==> config.mk <==
export PLATFORM = sky130hd
export DESIGN_NAME = mux4way16_rr_arbiter
export DESIGN_NICKNAME = d
export VERILOG_FILES = /design/src/rtl/mux4way16_rr_arbiter.sv
export SDC_FILE = /design/constraint.sdc
export NUM_CORES = 1
export LEC_CHECK = 0
export BUFFER_PORTS_ARGS = -buffer_cell sky130_fd_sc_hd__clkbuf_2
export CORE_ASPECT_RATIO = 1.4
export CORE_UTILIZATION = 43
export CTS_CLUSTER_DIAMETER = 80
export DETAILED_ROUTE_END_ITERATION = 10
export PLACE_DENSITY_LB_ADDON = 0.2
export RECOVER_POWER = 100
export REMOVE_ABC_BUFFERS = 1
export SYNTH_ARGS = -nofsm -noshare
export SYNTH_HDL_FRONTEND = slang
export SYNTH_SLANG_ARGS = --single-unit
export TNS_END_PERCENT = 100
==> constraint.sdc <==
create_clock -name clk -period 4.4 [get_ports clk]
set_input_delay 0.66 -clock clk [delete_from_list [all_inputs] [get_ports clk]]
set_output_delay 0.66 -clock clk [all_outputs]
set_load 0.02 [all_outputs]
==> src/rtl/mux4way16_rr_arbiter.sv <==
// Round-robin owner of a shared 16-bit 4:1 mux; a grant lasts one packet
// or MAX_BURST beats, whichever ends first, then an arbitration bubble.
module mux4way16_rr_arbiter #(
    parameter int MAX_BURST = 8,
    parameter int CNT_W     = 8
) (
    input  logic        clk,
    input  logic        rst_n,
    input  logic [3:0]  req,
    input  logic [3:0]  last,
    input  logic [15:0] d0,
    input  logic [15:0] d1,
    input  logic [15:0] d2,
    input  logic [15:0] d3,
    input  logic        out_ready,
    output logic        out_valid,
    output logic [15:0] out_data,
    output logic [3:0]  ack,
    output logic [3:0]  grant,
    output logic [1:0]  sel,
    output logic        busy
);

    typedef enum logic {
        S_IDLE,
        S_GRANT
    } state_t;

    localparam logic [CNT_W-1:0] LAST_BEAT = CNT_W'(MAX_BURST - 1);

    state_t           r_state;
    state_t           w_state_nxt;
    logic [1:0]       r_sel;
    logic [1:0]       w_sel_nxt;
    logic [1:0]       r_ptr;
    logic [1:0]       w_ptr_nxt;
    logic [CNT_W-1:0] r_cnt;
    logic [CNT_W-1:0] w_cnt_nxt;
    logic [1:0]       w_win;
    logic [1:0]       w_idx;
    logic [15:0]      w_mux;
    logic             w_granted;
    logic             w_valid;
    logic             w_xfer;
    logic             w_release;

    // Scan from the highest offset down so the closest requester to ptr wins.
    always_comb begin
        w_win = r_ptr;
        w_idx = r_ptr;
        for (int k = 3; k >= 0; k--) begin
            w_idx = r_ptr + 2'(k);
            if (req[w_idx]) begin
                w_win = w_idx;
            end
        end
    end

    always_comb begin
        w_mux = d0;
        unique case (r_sel)
            2'd0: w_mux = d0;
            2'd1: w_mux = d1;
            2'd2: w_mux = d2;
            2'd3: w_mux = d3;
        endcase
    end

    // Outputs are gated by rst_n so nothing is acknowledged while in reset.
    assign w_granted = rst_n && (r_state == S_GRANT);
    assign w_valid   = w_granted && req[r_sel];
    assign w_xfer    = w_valid && out_ready;
    assign w_release = (w_xfer && (last[r_sel] || (r_cnt == LAST_BEAT)))
                     || (w_granted && !req[r_sel]);

    assign out_valid = w_valid;
    assign out_data  = w_valid ? w_mux : 16'h0000;
    assign ack       = w_xfer ? (4'b0001 << r_sel) : 4'b0000;
    assign grant     = w_granted ? (4'b0001 << r_sel) : 4'b0000;
    assign sel       = r_sel;
    assign busy      = w_granted;

    always_comb begin
        w_state_nxt = r_state;
        w_sel_nxt   = r_sel;
        w_ptr_nxt   = r_ptr;
        w_cnt_nxt   = r_cnt;
        unique case (r_state)
            S_IDLE: begin
                if (|req) begin
                    w_state_nxt = S_GRANT;
                    w_sel_nxt   = w_win;
                    w_cnt_nxt   = '0;
                end
            end
            S_GRANT: begin
                if (w_release) begin
                    w_state_nxt = S_IDLE;
                    w_ptr_nxt   = r_sel + 2'd1;
                    w_cnt_nxt   = '0;
                end else if (w_xfer) begin
                    w_cnt_nxt   = r_cnt + CNT_W'(1);
                end
            end
            default: w_state_nxt = S_IDLE;
        endcase
    end

    always_ff @(posedge clk) begin
        if (!rst_n) begin
            r_state <= S_IDLE;
            r_sel   <= 2'd0;
            r_ptr   <= 2'd0;
            r_cnt   <= '0;
        end else begin
            r_state <= w_state_nxt;
            r_sel   <= w_sel_nxt;
            r_ptr   <= w_ptr_nxt;
            r_cnt   <= w_cnt_nxt;
        end
    end

endmodule

==> key figures, run 1 <==
Outcome
  – Run status: complete, but fails checks
  – Violated checks: max-capacitance violations, max-slew violations

Yosys
  – Async SR Flop Fraction: 0%
  – Number of flops mapped to enable cells by yosys: 0
  – Yosys reg bits: 13
  – Synth top cells by count: 43 x nor2_1, 17 x a21oi_1, 17 x a222oi_1
  – Synth Flop Type: dfxtp_1
  – Post-Syn Area: 0.00133 sq mm
  – Synth top area share: 19.5%
  – Synth Instances: 192
  – Top cell type by total area after synthesis: dfxtp_1
  – Dominant cell by count in the synthesized netlist: nor2_1
  – Avg Cell Area, Syn: 6.93 sq um
  – Yosys warnings: 0
  – Post-synth cell types: 36
  – Sequential area share after synthesis: 19.5%
  – Largest cells by area after synthesis: dfxtp_1 20%, a222oi_1 13%, nor2_1 12%

Route
  – ANT nets after route: 0
  – Routed WL: 4.55 mm
  – Routed len/inst: 14.1 microns
  – Vias: 1833
  – Initial DRC Count: 100
  – Vias per cell: 5.67
  – Drt first pass iters: 5
  – # DRC: 0

Floorplanning
  – Core outline area: 0.00291 sq mm
  – Num rows: 23
  – Io pins: 103
  – Die width: 49.0 microns
  – Starting Density: 45.8%
  – Die outline height: 67.8 microns
  – Die Footprint: 0.00333 sq mm

GRT
  – Grt total ovfl: 0
  – GRT Util Overall: 25.7%
  – Vias in the first global route: 1541
  – First-pass GRT wire length: 6.82 mm
  – Antenna violations before repair: 0
  – Pin count of the biggest net entering global routing: 33

Power and ir drop
  – P per Cell Area: 220 mW/mm^2
  – Worst vdd ir: 0.169 mV
  – Clk pwr share: 26.7%
  – Static leakage: 0.864 nW
  – Sw Share: 36.7%
  – Logic pwr share: 40.6%
  – P_int: 0.256 mW
  – Psw: 0.148 mW
  – Flop pwr share: 32.7%

CTS
  – Post-cts sizing count: 0
  – Post-CTS Setup Bufs: 0
  – CTS root buf: clkbuf_8
  – Clk_lat worst skew: 0.24 ns
  – Hold_buf cts: 0
  – Htree depth: 1
  – Clk buf depth: 2
  – Clk slew on worst S/H paths: 0.05 ns
  – Sink Count: 13
  – CTS Buf Count: 3
  – CTS tree: done

Timing
  – Worst relative slew slack: -10.2%
  – Hold Vio Cnt, Final: 0
  – Worst slew pin tran: 1.64 ns
  – Final Max Tran Viols: 11
  – Layout Skew: 0.00192 ns
  – RSZ-0062 raised after global routing: false
  – Final period utilization: 69.9%
  – Max Fclk: 325 MHz
  – WHS: 0.516 ns
  – Tmin final: 3.08 ns
  – Setup violators final: 0
  – Setup TNS Final: 0 ns

Critical path
  – CP max-delay cell: clkbuf_1
  – Most frequent CP cell: clkbuf_1
  – Reg2reg setup slack: 1.61 ns
  – Critical Path Start Type: input port
  – Top cell family by delay on the critical path: buffers and inverters
  – Worst Setup End Kind: output port
  – CP arrival: 2.42 ns
  – Crit Path Class: input port to output port
  – Req. time, crit path: 3.74 ns
  – Crit-path max cell delay: 0.45 ns
  – Crit path buf inv count: 3
  – Worst path cell trace: clkbuf_1 -> and2_0 -> nand2_1 -> inv_1 -> and3_1 -> clkbuf_1
  – Worst-path maximum fanout: 17

Place
  – I/O Buffers: 102
  – DP HPWL: 3.43 mm
  – Final Wtd Congestion: 0.822

Final layout
  – Final nets: 368
  – Fillers: 322
  – Share of layout cells above drive strength 1: 27.6%
  – Area growth syn-to-layout: 37.7%
  – Inserted Diodes: 0

Hold path
  – Hold WC Path Type: flip-flop to flip-flop

Flow run
  – Max-Cap Viols: 1
[path summary, 6_finish.rpt]
| check | to | from | cells past startpoint |
|---|---|---|---|
| worst min-delay path | r_cnt[7] | r_cnt[7] | 1 |
| worst min register to register | r_cnt[7] | r_cnt[7] | 1 |
| worst max-delay path | ack[3] | rst_n | 6 |
| worst max register to register | r_cnt[6] | sel[0] | 5 |
[power groups by stage]
stage                     Sequential (mW)  Clock [mW]  Combinational [mW]
after floorplan                     0.134           0               0.102
after global placement              0.135           0               0.168
after detailed placement            0.135           0               0.168
after CTS                           0.132       0.108               0.169
after global routing                0.134       0.115               0.182
final                               0.132       0.108               0.164
[worst reg2reg max path, stage by stage, from the launching register on]
cell and delay, ns:
dfxtp_1 0.53, mux4_2 0.29, inv_1 0.06, nor4_1 1.32, nand4b_4 0.21, o31ai_1 0.29
[through the flow]
stage / util [%] / total power, mW / std cells / cell area (sq um) / worst slack, ns
after floorplan: - / 0.236 / 180 / 1290 / 1.73
after global placement: 63.4 / 0.303 / 319 / 1840 / 1.45
after detailed placement: 63.4 / 0.303 / 319 / 1840 / 1.40
after CTS: 65.0 / 0.409 / 323 / 1890 / 1.39
after global routing: 63.1 / 0.430 / 323 / 1830 / 1.18
final: 63.1 / 0.404 / 323 / 1830 / 1.32
[layer usage]
layer	vias up	wire length [microns]	track usage, %
met5	-	0	0
met4	0	23	6.62
met3	4	338	5.56
met2	73	2280	48.8
met1	844	1910	29.1
li1	912	-	-
[final cells by class]
cell class                      instances  area [sq um]  share of cell area, %
Multi-Input combinational cell        156           965                   52.6
Clock buffer                            4          45.0                   2.46
Inverter                               11          41.3                   2.25
Tap cell                               37          46.3                   2.53
Timing Repair Buffer                  102           475                   25.9
Sequential cell                        13           260                   14.2
[cell usage in the layout (no fill, tap or decap), drive strengths merged]
master / n
nor2: 43
ha: 6
nor4: 2
and4: 1
o31ai: 3
and2: 4
a222oi: 17
or4: 1
nand2b: 1
a32oi: 1
a22oi: 2
mux2i: 3
clkbuf: 106
nand4: 2
nand2: 13
o211a: 1
o22ai: 4
nor2b: 2
nand3: 5
inv: 11
mux4: 1
nand4b: 2
a31oi: 3
a21boi: 1
a41oi: 1
a21oi: 17
and3: 10
nor3: 3
dfxtp: 13
o21ai: 7
[sequential cells by signal, indices dropped and copies added, names as in the netlist]
signal   cells
sel          2
r_state      1
r_cnt        8
r_ptr        2
[cell families after synthesis]
family	Yosys count	share of synthesized area, %
AO/OA/AOI/OAI	57	30.9
flip-flops	13	19.5
multiplexers	4	3.95
AND/OR/NAND/NOR	89	33.5
adder cells (fa/ha/maj)	6	5.64
buffers and inverters	23	6.48
Power figures use the tool's default switching activity.
==> inputs of run 2 (changes only) <==
CORE_UTILIZATION = 36   (was 43)
clock period = 2.5 ns   (was 4.4 ns; I/O delays follow)
==> run 2 against run 1 <==
The run now ends clean. Clock skew decreased by 0.0012 ns. Sequential power increased by 76%. Wire length increased by 0.68%. First-iteration DRC count decreased by 12%. Utilization decreased by 8.0 points. Flip-flop and latch count unchanged. Clock-buffer cell count unchanged. Hold slack got worse by 0.030 ns. Cell count increased by 2.2%. Largest cell class unchanged. Register-to-register slack got worse by 1.3 ns.
==> key figures, run 2 (synthesis gave the netlist of run 1 again) <==
Outcome
  – Run status: finished, final reports clean

Timing
  – Worst relative slew slack: 33.2% (+43 points)
  – Tmin final: 2.35 ns
  – Layout Skew: 0.000761 ns (-0.00116 ns)
  – Final Max Tran Viols: 0 (-11)
  – Setup TNS Final: 0 ns (unchanged)
  – WHS: 0.486 ns (-0.0302 ns)
  – Max Fclk: 426 MHz
  – Setup ws final: 0.151 ns (-1.17 ns)
  – Worst slew pin tran: 0.994 ns (-0.644 ns)
  – Final period utilization: 94.0%
  – RSZ-0062 raised after global routing: false
  – Hold Vio Cnt, Final: 0 (unchanged)
  – Setup violators final: 0 (unchanged)

Power and ir drop
  – P_int: 0.460 mW (+80%)
  – Total power: 0.723 mW (+79%)
  – Flop pwr share: 32.0% (-0.7 points)
  – Static leakage: 0.914 nW (+5.8%)
  – Sw Share: 36.4% (-0.31 points)
  – P per Cell Area: 381 mW/mm^2 (+73%)
  – Worst vdd ir: 0.403 mV (+140%)
  – Clk pwr share: 26.2% (-0.5 points)
  – Logic pwr share: 41.8% (+1.2 points)
  – Psw: 0.263 mW (+77%)

Place
  – DP HPWL: 3.63 mm (+5.7%)
  – Area of placed instances: 0.00188 sq mm (+1.8%)
  – I/O Buffers: 102 (unchanged)
  – Final Wtd Congestion: 0.969 (+18%)
  – Dpl ws: 0.249 ns (-1.15 ns)

Critical path
  – Critical Path Start Type: flip-flop
  – Req. time, crit path: 2.12 ns (-1.62 ns)
  – CP arrival: 1.97 ns (-0.45 ns)
  – CP max-delay cell: mux4_2
  – Worst path cell trace: mux4_2 -> nand2_1 -> inv_1 -> and3_1 -> clkbuf_2
  – Worst r2r src: sel[1]
  – Top cell family by delay on the critical path: multiplexers
  – Crit path buf inv count: 2 (-1)
  – CP Launch Point: sel[1]
  – Worst Setup End Kind: output port
  – Reg2reg setup slack: 0.27 ns (-1.34 ns)
  – Crit Path Class: flip-flop to output port
  – Crit-path max cell delay: 0.56 ns (+0.11 ns)
  – Worst-path maximum fanout: 8 (-9)

Final layout
  – Share of layout cells above drive strength 1: 34.1% (+6.5 points)
  – Most frequent cells in the layout: 84 x clkbuf_2, 43 x nor2_1, 19 x clkbuf_1, 17 x a222oi_1, 17 x a21oi_1
  – Fin area: 0.00190 sq mm (+3.4%)
  – Max reg flops: 8 (unchanged)
  – Fillers: 369 (+15%)
  – Inserted Diodes: 0 (unchanged)
  – Register area: 263 sq um (+0.96%)
  – Most common cell after layout, fill and taps aside: clkbuf_2
  – Area growth syn-to-layout: 42.4%
  – Area occupied by multi-input gates: 978 sq um (+1.4%)
  – Largest Register: r_cnt
  – Final nets: 372 (+1.1%)

Floorplanning
  – Die outline height: 74.0 microns (+9.0%)
  – Num rows: 25 (+8.7%)
  – Io pins: 103 (unchanged)
  – Die width: 53.4 microns (+8.9%)
  – Die Footprint: 0.00395 sq mm (+19%)
  – Starting Density: 38.7% (-7.1 points)
  – Core outline area: 0.00344 sq mm (+18%)

Route
  – Vias per cell: 5.55 (-2.2%)
  – Initial DRC Count: 88 (-12%)
  – # DRC: 0 (unchanged)
  – Routed len/inst: 13.9 microns (-1.5%)
  – Drt first pass iters: 5 (unchanged)
  – Routed WL: 4.58 mm (+0.68%)
  – Vias: 1831 (-0.11%)
  – ANT nets after route: 0 (unchanged)

CTS
  – Post-CTS Setup Bufs: 0 (unchanged)
  – Post-cts sizing count: 1 (+1)
  – Hold_buf cts: 0 (unchanged)
  – Clk slew on worst S/H paths: 0.05 ns (about the same)
  – Clk buf depth: 2 (unchanged)
  – Clk_lat worst skew: 0.25 ns (about the same)
  – CTS tree: done
  – Sink Count: 13 (unchanged)
  – Htree depth: 1 (unchanged)
  – CTS root buf: clkbuf_8
  – CTS Buf Count: 3 (unchanged)

Flow run
  – Max-Cap Viols: 0 (-1)

Hold path
  – Hold WC Path Type: flip-flop to flip-flop
  – Hold wc startpoint: r_cnt[7]

GRT
  – GRT Util Overall: 22.8% (-2.9 points)
  – Grt total ovfl: 0 (unchanged)
  – Vias in the first global route: 1466 (-4.9%)
  – First-pass GRT wire length: 6.73 mm (-1.3%)
  – Antenna violations before repair: 0 (unchanged)
  – Pin count of the biggest net entering global routing: 33 (unchanged)
-- run 2: changes by cell type in the layout (fill, tap and decap cells not counted), sizes merged --
| cell | before | now |
|---|---|---|
| buf | 0 | 4 |
-- run 2: final cells by class --
class | instances | share of cell area, %
multi-input combinational | 156 | 51.6
sequential | 13 | 13.9
timing repair buffer | 106 | 27.3
clock buffer | 4 | 2.38
inverter | 11 | 2.18
tap | 40 | 2.64
-- run 2: path summary, 6_finish.rpt --
check,end,cells past startpoint
setup reg to reg,r_cnt[6],5
setup / recovery,ack[0],5
hold / removal,r_cnt[7],1
hold reg to reg,r_cnt[7],1
-- run 2: layer usage --
layer,vias to the layer above,track usage (%),routed length [microns]
li1,923,-,-
met1,800,27.2,1770
met2,102,39.3,2190
met3,6,4.29,555
met4,0,8.77,65
met5,-,0,0
-- run 2: worst reg2reg max path: stages (launching register included) --
cell	delay [ns]
dfxtp_2	0.36
mux4_2	0.38
inv_1	0.07
nor4_2	0.85
nand4b_4	0.20
o31ai_1	0.28
-- run 2: power by group through the flow --
| stage | clock, mW | sequential (mW) | combinational (mW) |
|---|---|---|---|
| 4_1_cts | 0.197 | 0.231 | 0.308 |
| 6_report | 0.189 | 0.232 | 0.302 |
| 2_1_floorplan | 0 | 0.237 | 0.179 |
| 3_3_place_gp | 0 | 0.235 | 0.305 |
| 5_1_grt | 0.207 | 0.234 | 0.337 |
| 3_5_place_dp | 0 | 0.235 | 0.306 |
-- run 2: through the flow --
step,std cells,util (%)
finish,330,55.1
detailed placement,326,54.5
floorplan,180,-
global route,330,55.1
CTS,330,55.9
global placement,326,54.5
==> inputs of run 3 (changes only) <==
RECOVER_POWER = default   (was 100)
==> run 3 against run 2 <==
Die area did not move. Clock skew about the same. Combinational power rose by 2%. Largest power group unchanged. Clock power barely moved. Flip-flop and latch count stayed put. Sequential share of layout area fell by 0.26 points.
==> key figures, run 3 (synthesis gave the netlist of run 1 again) <==
CTS
  – Clk slew on worst S/H paths: 0.05 ns (about the same)
  – CTS tree: done
  – Clk buf depth: 2 (unchanged)
  – CTS root buf: clkbuf_8
  – Htree depth: 1 (unchanged)
  – CTS Buf Count: 3 (unchanged)
  – Sink Count: 13 (unchanged)
  – Post-CTS Setup Bufs: 0 (unchanged)
  – Clk_lat worst skew: 0.25 ns (about the same)

Route
  – ANT nets after route: 0 (unchanged)
  – Drt first pass iters: 4 (-1)
  – Vias per cell: 5.51 (-0.71%)
  – Vias: 1818 (-0.71%)
  – Initial DRC Count: 114 (+30%)
  – # DRC: 0 (unchanged)
  – Routed WL: 4.58 mm (about the same)
  – Routed len/inst: 13.9 microns (about the same)

Critical path
  – Req. time, crit path: 2.12 ns (about the same)
  – CP arrival: 1.98 ns (about the same)
  – CP max-delay cell: mux4_2
  – Critical Path Start Type: flip-flop
  – Stages on worst setup path: 5 (unchanged)
  – Reg2reg path depth: 5 (unchanged)
  – Worst r2r src: sel[1]
  – CP Launch Point: sel[1]
  – Crit-path max cell delay: 0.57 ns (about the same)
  – Crit Path Class: flip-flop to output port
  – Setup crit end: ack[0]
  – Worst Setup End Kind: output port
  – Crit path buf inv count: 2 (unchanged)
  – Worst-path maximum fanout: 8 (unchanged)
  – Reg2reg setup slack: 0.58 ns (+0.31 ns)
  – Worst path cell trace: mux4_2 -> nand2_1 -> inv_1 -> and3_1 -> clkbuf_2
  – Top cell family by delay on the critical path: multiplexers
  – R2R Path End: r_cnt[6]

GRT
  – First-pass GRT wire length: 6.73 mm (unchanged)
  – Grt total ovfl: 0 (unchanged)
  – Pin count of the biggest net entering global routing: 33 (unchanged)
  – Antenna violations before repair: 0 (unchanged)
  – Vias in the first global route: 1466 (unchanged)
  – GRT Util Overall: 22.8% (unchanged)

Floorplanning
  – Starting Density: 38.7% (unchanged)
  – Io pins: 103 (unchanged)
  – Num rows: 25 (unchanged)
  – Die width: 53.4 microns (unchanged)
  – Core outline area: 0.00344 sq mm (unchanged)
  – Die Footprint: 0.00395 sq mm (unchanged)
  – Die outline height: 74.0 microns (unchanged)

Timing
  – Final period utilization: 94.4% (+0.43 points)
  – Worst slew pin tran: 0.619 ns (-0.375 ns)
  – Hold Vio Cnt, Final: 0 (unchanged)
  – Final Max Tran Viols: 0 (unchanged)
  – Tmin final: 2.36 ns (+0.0108 ns)
  – Worst relative slew slack: 58.4% (+25 points)
  – Max Fclk: 424 MHz (-0.46%)
  – RSZ-0062 raised after global routing: false
  – Setup TNS Final: 0 ns (unchanged)
  – Setup violators final: 0 (unchanged)
  – Layout Skew: 0.00118 ns (+0.000424 ns)

Final layout
  – Area growth syn-to-layout: 45.1%
  – Largest Register: r_cnt
  – Most frequent cells in the layout: 102 x clkbuf_2, 43 x nor2_1, 17 x a222oi_1, 17 x a21oi_1, 13 x nand2_1
  – Max reg flops: 8 (unchanged)
  – Inserted Diodes: 0 (unchanged)
  – Final nets: 372 (unchanged)
  – Share of layout cells above drive strength 1: 41.0% (+6.9 points)
  – Most common cell after layout, fill and taps aside: clkbuf_2
  – Final Util: 56.1% (+1.1 points)

Power and ir drop
  – P per Cell Area: 378 mW/mm^2 (-0.94%)
  – Worst vdd ir: 0.405 mV (+0.48%)
  – Static leakage: 0.977 nW (+6.9%)
  – Total power: 0.730 mW (+0.96%)

Outcome
  – Run status: finished, final reports clean

Flow run
  – Max-Cap Viols: 0 (unchanged)

Hold path
  – Hold WC Path Type: flip-flop to flip-flop

Place
  – Final Wtd Congestion: 0.969 (unchanged)
  – I/O Buffers: 102 (unchanged)
  – DP HPWL: 3.63 mm (unchanged)
## run 3: cell counts in the layout (fill, tap and decap cells not counted)
No cell type changed its count.
## run 3: final cells by class
| class | instances | area, sq um |
|---|---|---|
| Multi-Input combinational cell | 156 | 992 |
| Fill cell | 355 | 1510 |
| Timing Repair Buffer | 106 | 541 |
| Tap cell | 40 | 50.0 |
| Clock buffer | 4 | 45.0 |
| Sequential cell | 13 | 263 |
| Inverter | 11 | 41.3 |
## run 3: routing by layer
layer  part of all wire (%)  track usage (%)
met5                      0                0
met4                    1.5             8.77
met3                     11             4.29
met2                     48             39.3
met1                     40             27.2
## run 3: worst reg2reg max path: stages, from the launching register on
cell      delay, ns
dfxtp_2        0.36
mux4_2         0.39
inv_2          0.06
nor4_4         0.58
nand4b_4       0.20
o31ai_2        0.24
## run 3: where the power goes
| part | switching [mW] | total (mW) | leakage, nW | internal (mW) |
|---|---|---|---|---|
| clock | 0.0764 | 0.189 | 0.0228 | 0.113 |
| combinational | 0.175 | 0.309 | 0.848 | 0.134 |
| sequential | 0.0146 | 0.232 | 0.106 | 0.217 |
| total | 0.266 | 0.730 | 0.977 | 0.464 |
## run 3: how the worst min path moves through the flow
stage	from	end	slack [ns]	depth (start not counted)
after floorplan	r_cnt[7]	r_cnt[7]	0.45	1
after global placement	r_cnt[7]	r_cnt[7]	0.48	1
after detailed placement	r_cnt[7]	r_cnt[7]	0.47	1
after CTS	r_cnt[7]	r_cnt[7]	0.49	1
after global routing	r_cnt[7]	r_cnt[7]	0.52	1
final	r_cnt[7]	r_cnt[7]	0.48	1
## run 3: through the flow
stage	worst slack [ns]	hold slack, ns	std cells	cell area [sq um]
3_5_place_dp	0.249	0.474	326	1880
6_report	0.140	0.484	330	1930
5_1_grt	0.0151	0.521	330	1930
4_1_cts	0.0131	0.490	330	1920
3_3_place_gp	0.245	0.476	326	1880
2_1_floorplan	0.148	0.446	180	1290
## run 3: timing repair
action                     in CTS  in global routing
hold buffers                    0                  0
resized for setup               1                  4
setup endpoints to repair       5                 20
